==> config.mk <==
export PLATFORM = sky130hd
export DESIGN_NAME = ahblite_cmd_master
export DESIGN_NICKNAME = d
export VERILOG_FILES = /design/src/rtl/ahb_pkg.sv /design/src/rtl/ahblite_lane_steer.sv /design/src/rtl/ahblite_cmd_master.sv
export SDC_FILE = /design/constraint.sdc
export NUM_CORES = 1
export LEC_CHECK = 0
export ABC_AREA = 1
export BUFFER_PORTS_ARGS = -buffer_cell sky130_fd_sc_hd__buf_2
export CAP_MARGIN = 10
export CORE_MARGIN = 3
export CORE_UTILIZATION = 35
export DETAILED_ROUTE_END_ITERATION = 8
export PLACE_DENSITY = 0.55
export SLEW_MARGIN = 20
export SYNTH_ARGS = -nofsm -noshare
export SYNTH_HDL_FRONTEND = slang
export SYNTH_SLANG_ARGS = --single-unit
export TNS_END_PERCENT = 1
==> constraint.sdc <==
create_clock -name HCLK -period 2.3 [get_ports HCLK]
set_input_delay 0 -clock HCLK [delete_from_list [all_inputs] [get_ports HCLK]]
set_output_delay 0 -clock HCLK [all_outputs]
set_load 0.1 [all_outputs]
==> src/rtl/ahb_pkg.sv <==
// Shared AHB-Lite encodings and small address/size helpers used by the
// command master and its lane steering logic.
package ahb_pkg;

  typedef enum logic [1:0] {
    HTRANS_IDLE   = 2'b00,
    HTRANS_BUSY   = 2'b01,
    HTRANS_NONSEQ = 2'b10,
    HTRANS_SEQ    = 2'b11
  } htrans_e;

  typedef enum logic [2:0] {
    HSIZE_BYTE = 3'b000,
    HSIZE_HALF = 3'b001,
    HSIZE_WORD = 3'b010
  } hsize_e;

  typedef enum logic [2:0] {
    HBURST_SINGLE = 3'b000
  } hburst_e;

  typedef enum logic [1:0] {
    HRESP_OKAY  = 2'b00,
    HRESP_ERROR = 2'b01
  } hresp_e;

  // Command size 3 has no AHB meaning here and is issued as a word.
  function automatic logic [1:0] norm_size(input logic [1:0] size);
    return (size == 2'd3) ? 2'd2 : size;
  endfunction

  function automatic logic [31:0] align_addr(input logic [31:0] addr, input logic [1:0] size);
    logic [31:0] a;
    a = addr;
    if (size == 2'd1) begin
      a[0] = 1'b0;
    end else if (size != 2'd0) begin
      a[1:0] = 2'b00;
    end
    return a;
  endfunction

endpackage

==> src/rtl/ahblite_lane_steer.sv <==
// Byte-lane steering: write data is replicated across all lanes, read data
// (already shifted down to bit 0) is masked to the transfer size.
module ahblite_lane_steer
  import ahb_pkg::*;
#(
  parameter bit READ = 1'b0
) (
  input  logic [1:0]  size,
  input  logic [31:0] din,
  output logic [31:0] dout
);

  generate
    if (READ) begin : g_rd
      always_comb begin
        dout = din;
        case ({1'b0, size})
          HSIZE_BYTE: dout = {24'b0, din[7:0]};
          HSIZE_HALF: dout = {16'b0, din[15:0]};
          default:    dout = din;
        endcase
      end
    end else begin : g_wr
      always_comb begin
        dout = din;
        case ({1'b0, size})
          HSIZE_BYTE: dout = {4{din[7:0]}};
          HSIZE_HALF: dout = {2{din[15:0]}};
          default:    dout = din;
        endcase
      end
    end
  endgenerate

endmodule

==> src/rtl/ahblite_cmd_master.sv <==
// AHB-Lite initiator: valid/ready commands become pipelined SINGLE transfers,
// one response pulse per command, in order.
module ahblite_cmd_master
  import ahb_pkg::*;
#(
  parameter logic [3:0] HPROT_VAL    = 4'b0011,
  parameter int         ERRCNT_WIDTH = 8
) (
  input  logic                    HCLK,
  input  logic                    HRESETn,
  input  logic                    cmd_valid,
  output logic                    cmd_ready,
  input  logic [31:0]             cmd_addr,
  input  logic                    cmd_write,
  input  logic [1:0]              cmd_size,
  input  logic [31:0]             cmd_wdata,
  output logic                    rsp_valid,
  output logic [31:0]             rsp_rdata,
  output logic                    rsp_err,
  output logic [ERRCNT_WIDTH-1:0] err_count,
  output logic [31:0]             HADDR,
  output logic [1:0]              HTRANS,
  output logic [2:0]              HSIZE,
  output logic                    HWRITE,
  output logic [2:0]              HBURST,
  output logic [3:0]              HPROT,
  output logic                    HMASTLOCK,
  output logic [31:0]             HWDATA,
  input  logic                    HREADY,
  input  logic [31:0]             HRDATA,
  input  logic [1:0]              HRESP
);

  logic [31:0]             haddr_reg;
  logic [1:0]              htrans_reg;
  logic [2:0]              hsize_reg;
  logic                    hwrite_reg;
  logic [31:0]             ap_wdata_reg;

  logic                    dp_valid_reg;
  logic                    dp_write_reg;
  logic [1:0]              dp_size_reg;
  logic [1:0]              dp_addr_lo_reg;
  logic [31:0]             hwdata_reg;

  logic                    rsp_valid_reg;
  logic                    rsp_err_reg;
  logic [31:0]             rsp_rdata_reg;
  logic [ERRCNT_WIDTH-1:0] err_count_reg;

  logic [1:0]              cmd_size_norm;
  logic [31:0]             wdata_steered;
  logic [31:0]             rdata_shifted;
  logic [31:0]             rdata_steered;
  logic                    hresp_err;
  logic                    completing;

  assign cmd_size_norm = norm_size(cmd_size);
  // Only bit 0 of HRESP carries meaning for AHB-Lite.
  assign hresp_err     = (HRESP & 2'(HRESP_ERROR)) != 2'b00;
  assign rdata_shifted = HRDATA >> {dp_addr_lo_reg, 3'b000};
  assign completing    = HREADY && dp_valid_reg;

  ahblite_lane_steer #(.READ(1'b0)) u_wr_steer (
    .size (hsize_reg[1:0]),
    .din  (ap_wdata_reg),
    .dout (wdata_steered)
  );

  ahblite_lane_steer #(.READ(1'b1)) u_rd_steer (
    .size (dp_size_reg),
    .din  (rdata_shifted),
    .dout (rdata_steered)
  );

  // Address phase: only advances when the bus is ready.
  always_ff @(posedge HCLK or negedge HRESETn) begin
    if (!HRESETn) begin
      haddr_reg    <= '0;
      htrans_reg   <= HTRANS_IDLE;
      hsize_reg    <= '0;
      hwrite_reg   <= 1'b0;
      ap_wdata_reg <= '0;
    end else if (HREADY) begin
      if (cmd_valid) begin
        htrans_reg   <= HTRANS_NONSEQ;
        haddr_reg    <= align_addr(cmd_addr, cmd_size_norm);
        hsize_reg    <= {1'b0, cmd_size_norm};
        hwrite_reg   <= cmd_write;
        ap_wdata_reg <= cmd_wdata;
      end else begin
        htrans_reg   <= HTRANS_IDLE;
      end
    end
  end

  // Data phase: captures whatever address phase just completed.
  always_ff @(posedge HCLK or negedge HRESETn) begin
    if (!HRESETn) begin
      dp_valid_reg   <= 1'b0;
      dp_write_reg   <= 1'b0;
      dp_size_reg    <= '0;
      dp_addr_lo_reg <= '0;
      hwdata_reg     <= '0;
    end else if (HREADY) begin
      dp_valid_reg   <= (htrans_reg == HTRANS_NONSEQ);
      dp_write_reg   <= hwrite_reg;
      dp_size_reg    <= hsize_reg[1:0];
      dp_addr_lo_reg <= haddr_reg[1:0];
      hwdata_reg     <= wdata_steered;
    end
  end

  // The first ERROR cycle has HREADY low, so it falls through as a wait state.
  always_ff @(posedge HCLK or negedge HRESETn) begin
    if (!HRESETn) begin
      rsp_valid_reg <= 1'b0;
      rsp_err_reg   <= 1'b0;
      rsp_rdata_reg <= '0;
      err_count_reg <= '0;
    end else if (completing) begin
      rsp_valid_reg <= 1'b1;
      rsp_err_reg   <= hresp_err;
      rsp_rdata_reg <= dp_write_reg ? 32'h0 : rdata_steered;
      if (hresp_err && (err_count_reg != '1)) begin
        err_count_reg <= err_count_reg + ERRCNT_WIDTH'(1);
      end
    end else begin
      rsp_valid_reg <= 1'b0;
    end
  end

  assign cmd_ready = HREADY;
  assign HADDR     = haddr_reg;
  assign HTRANS    = htrans_reg;
  assign HSIZE     = hsize_reg;
  assign HWRITE    = hwrite_reg;
  assign HWDATA    = hwdata_reg;
  assign HBURST    = HBURST_SINGLE;
  assign HPROT     = HPROT_VAL;
  assign HMASTLOCK = 1'b0;
  assign rsp_valid = rsp_valid_reg;
  assign rsp_err   = rsp_err_reg;
  assign rsp_rdata = rsp_rdata_reg;
  assign err_count = err_count_reg;

endmodule

* After elaboration in Yosys (flattened, before gate mapping) *
Index checks and enable logic that the tools add are counted.

word-level totals
  flip-flop bits (word level) = 149
  input bits = 105
  output and inout port bits = 121
  logic and storage cells = 38

operators by class
  add/subtract/negate cells = 1
  eq/ne operators = 6
  shifts and indexed selects = 1
  muxes and demuxes = 9
  reductions and logical operators = 7

operators by type and width
  cell                   count
  $pmux W32 S2           2
  $mux W32               1
  $shr A32 B5 Y32        1
  $add A8 B1 Y8 const B  1
  $ne A8 B8 Y1 const B   1
  $eq A2 B1 Y1 const B   3
  $mux W2                3
  $eq A2 B2 Y1 const B   2
  $logic_not A2 Y1       2
  $reduce_and A2 Y1      2
  $mux W1                3
  $logic_and A1 B1 Y1    2
  $reduce_bool A2 Y1     1

* Logic depth before layout (Yosys ltp) *
  depth in word-level cells = 5
  depth in mapped cells = 8
  mapped depth without buffers = 7

* By module *
A second synthesis with hierarchy kept.

unflattened totals
  cell total of the unflattened synthesis = 840
  area, all modules = 7080.5 um^2

by module, submodules not included
  module                            instances  cells an instance  area each (um^2)  sequential area each (um^2)
  ahblite_cmd_master                1          694                6352.3            3703.6
  ahblite_lane_steer at u_wr_steer  1          87                 434.2             0.0
  ahblite_lane_steer at u_rd_steer  1          59                 294.0             0.0

* Worst setup path after synthesis *
Ideal clock, no wire load.

  path kind = register to register
  start point = register err_count_reg[0] (netlist: err_count[0])
  end point = register err_count_reg[5] (netlist: err_count[5])
  setup time = 0.068 ns
  arrival time = 2.017 ns
  data required time = 2.232 ns
  setup slack = 0.216 ns
  stages on the path, launching flop included = 8
  buffers on the path = 0
  clock period less this slack = 2.084 ns
  cell sequence = dfrtp_1 > ha_1 > nand3_1 > nor2_2 > nand2_1 > nand2_2 > nand2_1 > nand2_1

between the ends
  longest elaborated chain between the ends = 3
  elaborated cells on any way between the ends = 4
  classes of those cells = 1 x add/sub; 1 x eq/ne; 2 x reduce/logical

ends and longest elaborated chain
  item                                                                   RTL line                   text
  start, declared                                                        ahblite_cmd_master.sv:49   logic [ERRCNT_WIDTH-1:0] err_count_reg;
  start signal, assigned                                                 ahblite_cmd_master.sv:126  err_count_reg <= err_count_reg + ERRCNT_WIDTH'(1);
  parallel branches: the longest is 3 deep, another holds $add A8 B1 Y8  n/a

Parallel ways; which one is timed is not known.
A chain may end at the register's enable or synchronous reset.

* Worst setup path after layout *
  start point = register dp_addr_lo_reg[1]
  end point = register rsp_rdata_reg[6] (netlist: rsp_rdata[6])

between the ends
  longest elaborated chain between the ends = 3

ends and longest elaborated chain
  item                    RTL line                   text
  start, declared         ahblite_cmd_master.sv:43   logic [1:0] dp_addr_lo_reg;
  start signal, assigned  ahblite_cmd_master.sv:109  dp_addr_lo_reg <= haddr_reg[1:0];
  $shr A32 B5 Y32         ahblite_cmd_master.sv:61   assign rdata_shifted = HRDATA >> {dp_addr_lo_reg, 3'b000};
  $pmux W32 S2            ahblite_lane_steer.sv:17   case ({1'b0, size})
  $mux W32                ahblite_cmd_master.sv:124  rsp_rdata_reg <= dp_write_reg ? 32'h0 : rdata_steered;
  end signal, assigned    ahblite_cmd_master.sv:124
  end, declared           ahblite_cmd_master.sv:48   logic [31:0] rsp_rdata_reg;

Every way passes these cells.

==> results by stage <==
Status:
- The run finished with clean final reports.

Job:
- The tool flagged a number of max-cap violations equal to 0.

CTS:
- The H-tree depth is 4.
- Clock-pin slew was measured on the worst setup and hold paths at roughly 60 ps.
- The root buffer cell is clkbuf_16.
- Counting along the longest clock path gives a buffer depth of 2.
- After clock tree synthesis, the repair step resized 0 gates.
- Counting the buffers created by CTS gives 17.
- The number of clock sinks is between 100 and 150.
- The insertion delay to the later sink of the worst-skew pair is around 420 ps.
- Post-CTS timing repair inserted 0 buffers for setup.
- The TritonCTS clock tree is built.

Timing:
- The fmax is 0.545 GHz.
- The number of max-slew violations in the final report is 0.
- The max-slew headroom at the worst pin is 0.529.
- The number of setup violations in the final report is 0.
- Final hold analysis gives a worst-case slack of roughly 22 ps.
- The final worst-path cycle share is 0.798.
- The aggregate negative setup slack is 0 ps.
- The count of endpoints failing hold in the final timing report is 0.
- The time the worst path needs with I/O delays and setup is ~1800 ps.
- Setup repair after global routing left no endpoint under its margin.
- For the pin with the worst max-slew slack, the measured transition is ~700 ps.
- Across the routed clock network, the largest skew measured is approximately 8 ps.

Pwr:
- The worst-case IR drop observed on VDD is 0.562 mV.
- Summing internal, switching and leakage power gives 0.0101 W.
- The cell-internal power is ~0.0053 W.
- Summed over all cells, the static leakage comes to roughly 5.1 nW.
- Power spread over the standard cell area amounts to 1070 nW/µm².
- The share of total power dissipated in combinational logic is 0.401.
- The switching power total is 0.00484 W.
- The share of total power dissipated in sequential elements is 0.326.
- The clock network fraction of design power is 0.273.
- The proportion of total power due to net switching is 0.478.

Floorplan:
- The initial core utilization is 0.358.
- The die extent in y is 142 µm.
- The number of placement rows is 49.
- The placeable core region is ~18000 µm².
- The boundary pin count is 226.
- The total die area is 20200 µm².
- The die is between 100 and 150 µm wide.

Worst setup path:
- STA classifies the critical path endpoint as a flop.
- In this run the worst setup path begins at dp_addr_lo_reg[1]$_DFFE_PN0P_.
- The peak fanout along the critical path is 18.
- The type of origin of the critical path is a flop.
- The setup path with the least slack is of type flop to flop.
- The arrival time of data at the critical path endpoint is approximately 2200 ps.
- In this run the critical register-to-register path is launched from dp_addr_lo_reg[1]$_DFFE_PN0P_.
- Data on the critical path is required at its endpoint by 2650 ps.

Finish:
- The fraction of layout instances using a drive strength above 1 is 0.252.
- In the final design database the tool counted 1206 nets.
- Compared with the post-synthesis result, the final layout area differs by 45.6%.
- Measured on the finished design, the core utilization comes to 0.522.
- The number of diodes added for antenna fixing is 0.

Min path:
- The startpoint of the lowest-slack hold path is HRDATA[23].
- The tightest min-delay check is of the input port to flop type.

Logic synthesis:
- The synthesized instance count is just under 800.
- For this run, asynchronously set or reset flops after synthesis account for 1.00.
- The number of enable-type register cells in the synthesized netlist is 0.
- Counting flops and latches in the post-synthesis netlist gives ~150.
- Each instance of the synthesized netlist takes up on average roughly 8.3 µm².
- The synthesized netlist occupies a cell area of roughly 6500 µm².
- The synthesized netlist contains 32 unique library cells.
- The Yosys step of the flow raised 0 warnings.
- The sequential cell area fraction in the yosys report is 0.571.
- The most common flop cell mapped by yosys is dfrtp_1.

Placed design:
- The number of I/O port buffers is about 210.
- At the end of routability-driven placement, the weighted congestion stood at a little under 0.8.
- The HPWL after detailed placement is between 10000 and 15000 µm.

Routing:
- The average wire per cell in the routed design is roughly 15 µm.
- The wire length after detailed routing is about 20000 µm.
- Once detail routing completed, the nets flagged for antenna violations numbered 0.
- Before antenna repair, the detailed router went through 6 iterations.
- The routed via count is 6122.
- The post-detailed-route via-to-cell ratio is 4.56.
- The remaining routing DRC violations is 0.
- In this run, the number of DRC markers left after iteration 0 of detailed routing was approximately 300.

Global route:
- The wire length of the first global-routing pass is around 32000 µm.
- The number of antenna violations at the first check in global routing is 0.
- In the global route stage, overall resource usage came out at 0.200.
- The largest net degree at the start of global routing is 75.
- The overflow left after global routing is 0.
- The via count of the first global-routing pass is around 6200.
logic make-up after synthesis:
| logic type | share of synthesized area |
|---|---|
| flops | 0.571 |
| compound gates | 0.0788 |
| other cells | 0.00116 |
| fa+ha+maj | 0.00193 |
| buf+inv | 0.0612 |
| simple gates | 0.284 |
| xor+xnor | 0.00135 |
layer usage:
| layer | part of all wire | global-route usage | up-vias |
|---|---|---|---|
| met3 | 0.069 | 0.0544 | 18 |
| met5 | 0 | 0 | - |
| met1 | 0.44 | 0.258 | 2822 |
| li1 | - | - | 3092 |
| met2 | 0.47 | 0.333 | 190 |
| met4 | 0.013 | 0.0535 | 0 |
synth_stat cells (all sizes together) (2+ instances only):
cell type  number  area share
nand2         399        0.23
nand3          42       0.033
o211ai          7      0.0081
a31oi           7      0.0068
or2             3      0.0029
dfrtp         148        0.57
inv            34       0.020
nor2           15       0.012
clkbuf         12      0.0069
a22o            2      0.0027
buf            35       0.034
nand4           2      0.0019
o21ai          65       0.056
a21oi           2      0.0015
conb            2      0.0012
placed cells by master, fill, tap and decap left out, types with 2 or more instances in the layout:
cell	Yosys	layout
inv_2	3	3
inv_1	31	31
conb_1	2	10
buf_4	16	8
o211ai_1	7	7
a31oi_1	7	7
dlygate4sd3_1	0	114
nor2_2	2	2
clkinv_4	0	2
or2_2	3	3
o21ai_2	10	10
a22o_1	2	2
clkinvlp_4	0	2
o21ai_0	55	55
inv_6	0	7
dfrtp_1	148	148
buf_2	17	213
nand2_2	2	2
nand4_1	2	2
nand3_1	41	41
a21oi_1	2	2
inv_8	0	3
nand2_1	396	396
buf_12	0	2
nor2_1	12	12
clkbuf_16	0	17
critical path, cell delays in order, from the launching register on:
cell and delay (ps):
dfrtp_1 340, clkinv_1 440, nand3_1 240, dlygate4sd3_1 580, nand3_1 100, nand2_1 80
power by group through the flow:
stage	sequential, W	clock (W)	combinational, W
global placement	0.00334	0	0.00388
global route	0.00335	0.00294	0.00428
CTS	0.00330	0.00283	0.00408
finish	0.00329	0.00276	0.00406
detailed placement	0.00333	0	0.00390
floorplan	0.00574	0	0.000731
layout make-up:
class,instances,area (µm²)
repair buffers,338,2320
well taps,229,287
clock inverters,15,158
clock buffers,17,425
multi-input cells,560,2410
flip-flops and latches,148,3700
inverters,35,131
fillers,1687,8650
what timing repair did:
action                                  CTS  global route
hold buffers                            114             0
endpoints found under the hold margin   172             0
endpoints found under the setup margin    0             0
per-stage QoR:
stage / setup slack (ps) / instance area [µm²] / std cells
floorplan: 216 / 6510 / 790
global placement: 584 / 7710 / 1196
detailed placement: 566 / 7710 / 1196
CTS: 458 / 9430 / 1342
global route: 334 / 9430 / 1342
finish: 465 / 9430 / 1342
final timing paths:
path | cells past startpoint | slack, ps | end
worst max register to register | 5 | 460 | rsp_rdata[6]$_DFFE_PN0P_
worst min register to register | 2 | 470 | HWDATA[2]$_DFFE_PN0P_
min in group asynchronous | 2 | 150 | rsp_rdata[26]$_DFFE_PN0P_
worst min-delay path | 5 | 20 | rsp_rdata[23]$_DFFE_PN0P_
max in group asynchronous | 3 | 1370 | err_count[7]$_DFFE_PN0P_
worst max-delay path | 5 | 460 | rsp_rdata[6]$_DFFE_PN0P_
Note: power is estimated with default switching activity, not from simulation.
